==> src/rtl/serial_adder.sv <==
// Bit-serial (digit-serial) unsigned adder: computes {carry,sum} = a+b+cin
// DIGIT bits per cycle over N = WIDTH/DIGIT busy cycles, with valid/ready handshakes.
module serial_adder #(
    parameter int WIDTH = 8,
    parameter int DIGIT = 1
) (
    input  logic             clk,
    input  logic             rst_n,
    input  logic             in_valid,
    output logic             in_ready,
    input  logic [WIDTH-1:0] a,
    input  logic [WIDTH-1:0] b,
    input  logic             cin,
    output logic             out_valid,
    input  logic             out_ready,
    output logic [WIDTH-1:0] sum,
    output logic             carry
);

    localparam int N  = (DIGIT > 0) ? WIDTH / DIGIT : 1;
    localparam int CW = (N > 1) ? $clog2(N) : 1;

    generate
        if (WIDTH < 1 || WIDTH > 64 || DIGIT < 1 || (WIDTH % DIGIT) != 0) begin : g_bad_cfg
            $error("serial_adder: WIDTH must be 1..64 and a multiple of DIGIT");
        end
    endgenerate

    typedef enum logic [1:0] {IDLE, BUSY, DONE} state_t;

    state_t           state;
    logic [WIDTH-1:0] a_q;
    logic [WIDTH-1:0] b_q;
    logic             cy_q;
    logic [CW-1:0]    cnt_q;

    logic [DIGIT:0]   chunk;
    logic [WIDTH-1:0] chunk_hi;
    logic             last_chunk;

    always_comb begin
        chunk      = {1'b0, a_q[DIGIT-1:0]} + {1'b0, b_q[DIGIT-1:0]} + {{DIGIT{1'b0}}, cy_q};
        // Result digit lands at the MSB end so the full sum is aligned after N shifts.
        chunk_hi   = WIDTH'(chunk[DIGIT-1:0]) << (WIDTH - DIGIT);
        last_chunk = (cnt_q == CW'(N - 1));
    end

    // Output carry is a separate register so it only moves at the end of BUSY,
    // not when cin is loaded into the working carry.
    always_ff @(posedge clk or negedge rst_n) begin
        if (!rst_n) begin
            state     <= IDLE;
            in_ready  <= 1'b1;
            out_valid <= 1'b0;
            a_q       <= '0;
            b_q       <= '0;
            cy_q      <= 1'b0;
            cnt_q     <= '0;
            sum       <= '0;
            carry     <= 1'b0;
        end else begin
            case (state)
                IDLE: begin
                    if (in_valid) begin
                        a_q      <= a;
                        b_q      <= b;
                        cy_q     <= cin;
                        cnt_q    <= '0;
                        state    <= BUSY;
                        in_ready <= 1'b0;
                    end
                end
                BUSY: begin
                    a_q   <= a_q >> DIGIT;
                    b_q   <= b_q >> DIGIT;
                    cy_q  <= chunk[DIGIT];
                    sum   <= (sum >> DIGIT) | chunk_hi;
                    cnt_q <= cnt_q + CW'(1);
                    if (last_chunk) begin
                        carry     <= chunk[DIGIT];
                        state     <= DONE;
                        out_valid <= 1'b1;
                    end
                end
                DONE: begin
                    if (out_ready) begin
                        state     <= IDLE;
                        out_valid <= 1'b0;
                        in_ready  <= 1'b1;
                    end
                end
                default: begin
                    state     <= IDLE;
                    out_valid <= 1'b0;
                    in_ready  <= 1'b1;
                end
            endcase
        end
    end

endmodule

==> config.mk <==
export PLATFORM = sky130hd
export DESIGN_NAME = serial_adder
export DESIGN_NICKNAME = d
export VERILOG_FILES = /design/src/rtl/serial_adder.sv
export SDC_FILE = /design/constraint.sdc
export NUM_CORES = 1
export LEC_CHECK = 0
export CAP_MARGIN = 0
export CORE_MARGIN = 2
export CORE_UTILIZATION = 49
export DETAILED_ROUTE_END_ITERATION = 8
export PLACE_DENSITY = 0.8
export SLEW_MARGIN = 20
export SYNTH_ARGS = -nofsm -noshare
export SYNTH_HDL_FRONTEND = slang
export SYNTH_SLANG_ARGS = --single-unit
export TNS_END_PERCENT = 50
==> constraint.sdc <==
create_clock -name clk -period 1.5 [get_ports clk]
set_input_delay 0.225 -clock clk [delete_from_list [all_inputs] [get_ports clk]]
set_output_delay 0.225 -clock clk [all_outputs]
set_load 0.05 [all_outputs]
==> results.json <==
{
  "synth-main-ff-cell": "dfrtp_1",
  "postCtsSetupRepairBufs": 0,
  "max-cap-violations": 0,
  "die_x_um": 58.8,
  "cts_hold_buf": 0,
  "antenna_found_initial": 0,
  "synth_seq_cells": 33,
  "drtIter0Drc": 56,
  "slew_viol_final": 0,
  "endpoint_kind": "flop",
  "grt_max_degree": 34,
  "ys_async_sr_fraction_pct": 100,
  "crit_slowest_cell": "dfrtp_1",
  "core-area_mm2": 0.00281,
  "std_cell_rows": 19,
  "dieArea_mm2": 0.00346,
  "fin_nets": 197,
  "cts_sinks": 33,
  "syn_to_final_growth_pct": 28.7,
  "cp.required_ps": 1730,
  "max_freq_mhz": 742,
  "setup_viol": 0,
  "via_per_inst": 5.59,
  "powerDensity_mw_per_mm2": 2290,
  "synth_cell_types": 29,
  "p_int_mw": 2.59,
  "reg2regPathDepth": 4,
  "clk_latency_ps": 340,
  "initial_utilization_pct": 52.5,
  "combPwrFrac_pct": 46.6,
  "routabilityCongestion": 0.762,
  "place.detailed.hpwl_um": 2050,
  "slew_headroom_pct": 71.6,
  "p_sw_share_pct": 40.4,
  "worstSetupPathType": "reg2reg",
  "num_antenna_cells": 0,
  "first_pass_iters": 6,
  "yosysWarnings": 0,
  "outcome": "finished with violations",
  "final_cells": 205,
  "dp.cells": 197,
  "htreeDepth": 2,
  "power_switching_mw": 1.76,
  "path_common_cell": "ha_1",
  "hold_path_class": "in2async",
  "cp_num_cells": 4,
  "hold_violations": 0,
  "crit_chain": "ha_1 > ha_1 > nand2_1 > mux2_1",
  "synth_area_mm2": 0.00147,
  "clk_path_buf_depth": 2,
  "io_pins": 32,
  "p_leak_nw": 0.849,
  "wire_per_inst_um": 14.6,
  "syn-num-nets": 161,
  "critPathMaxFanout": 3,
  "finalCritPeriodShare_pct": 89.9,
  "drive_gt1_share_pct": 19.5,
  "ant_nets": 0,
  "pwr-share-seq_pct": 37.4,
  "violations": "DRC",
  "via_count": 1146,
  "die_h_um": 58.8,
  "r2r_slack_ps": 150,
  "grt_pass1_vias": 1113,
  "r2r_start": "cnt_q[0]$_DFFE_PN0P_",
  "final.min_clock_period_ps": 1350,
  "fillers": 228,
  "drt_wl_total_um": 3000,
  "cp_top_family": "adder cells",
  "final_common_cell": "dfrtp_1",
  "remaining_drc_errors": 3,
  "cp-start-kind": "flop",
  "cts_buffers": 5,
  "crit_arrival_ps": 1580,
  "tightest_slew_ps": 424,
  "synth_cells": 137,
  "path_clk_slew_ps": 100,
  "rsz0062_at_grt": "no",
  "syn_area_per_cell_um2": 10.7,
  "synth-edff-count": 0,
  "p_clk_share_pct": 15.9,
  "cpPeakStageDelay_ps": 400,
  "crit_buf_inv": 0,
  "grt_pass1_wl_um": 4870,
  "ir_worst_vdd_mv": 1.25,
  "p_total_mw": 4.35,
  "post_cts_resized": 0,
  "seq_area_frac_synth_pct": 56.2,
  "final_cell_mix": "dfrtp_1, nand2_1, clkdlybuf4s50_1",
  "r2r_end": "carry$_DFFE_PN0P_",
  "root_buffer": "clkbuf_4",
  "fin_tns_setup_ps": 0,
  "grt_usage_pct": 19.2,
  "grt-ovfl-total": 0,
  "portBuffers": 31,
  "cts_tree": "done",
  "fin_worst_skew_ps": 6.33
}
[per-layer routing]
layer,GRT usage [%],wire [um],vias up
met3,7.25,247,6
met5,0,0,-
met2,30.8,1460,44
met1,23.8,1240,544
met4,6.82,53,0
li1,-,-,552
[worst max-delay path by stage]
stage                                     from                 end  slack [ps]
after floorplan           cnt_q[0]$_DFFE_PN0P_   carry$_DFFE_PN0P_         240
after global placement                in_valid  a_q[2]$_DFFE_PN0P_          10
after detailed placement              in_valid  b_q[2]$_DFFE_PN0P_         -20
after CTS                 cnt_q[0]$_DFFE_PN0P_   carry$_DFFE_PN0P_         150
after global routing      cnt_q[0]$_DFFE_PN0P_   carry$_DFFE_PN0P_          70
final                     cnt_q[0]$_DFFE_PN0P_   carry$_DFFE_PN0P_         150
[layout make-up]
| cell class | count | area [um2] | share of cell area [%] |
|---|---|---|---|
| flip-flops and latches | 33 | 827 | 43.6 |
| multi-input cells | 95 | 567 | 29.9 |
| clock buffers | 7 | 55.1 | 2.90 |
| repair buffers | 36 | 370 | 19.5 |
| clock inverters | 1 | 30.0 | 1.58 |
| well taps | 31 | 38.8 | 2.05 |
| inverters | 2 | 7.51 | 0.396 |
[registers in the layout (all words and copies together) (netlist names)]
register,flops
a_q,8
b_q,8
sum,8
cnt_q,3
state,2
carry,1
cy_q,1
in_ready,1
out_valid,1
[logic make-up (layout without fill, tap and decap cells)]
logic type      after synthesis  in the layout  synth area share (%)
flops                        33             33                  56.2
buf+inv                       9             46                  5.35
mux                           1              1                 0.765
compound gates               36             36                  17.3
fa+ha+maj                     3              3                  3.06
simple gates                 55             55                  17.3
[through the flow]
step,utilization [%],setup slack (ps),instance area [um2],hold slack [ps]
finish,67.6,152,1900,274
global route,67.6,70.0,1900,309
CTS,67.6,146,1900,283
detailed placement,64.5,-19.3,1810,464
global placement,64.5,10.3,1810,461
floorplan,-,243,1470,-70.6
[power by group through the flow]
stage | Sequential [mW] | Combinational (mW) | Clock (mW)
after floorplan | 1.99 | 1.04 | 0
after global placement | 1.62 | 1.97 | 0
after detailed placement | 1.64 | 2.02 | 0
after CTS | 1.62 | 2.04 | 0.711
after global routing | 1.68 | 2.20 | 0.747
final | 1.63 | 2.03 | 0.692
[worst register-to-register path, cell delays in order (launching register included)]
cell and delay, ps:
dfrtp_1 400, ha_1 210, ha_1 210, nand2_1 100
mux2_1 320
[synth_stat cells, types with 2 or more instances]
cell type | n | share of area [%]
a21oi_1 | 12 | 4.1
buf_6 | 4 | 3.1
nand2_1 | 30 | 7.6
o221a_2 | 5 | 3.8
nand3b_1 | 6 | 3.1
o22ai_1 | 9 | 3.8
nor2_1 | 13 | 3.3
ha_1 | 2 | 1.7
a22o_1 | 2 | 1.2
dfrtp_1 | 32 | 54
o21ai_0 | 4 | 1.4
(Power assumes the default switching activity.)
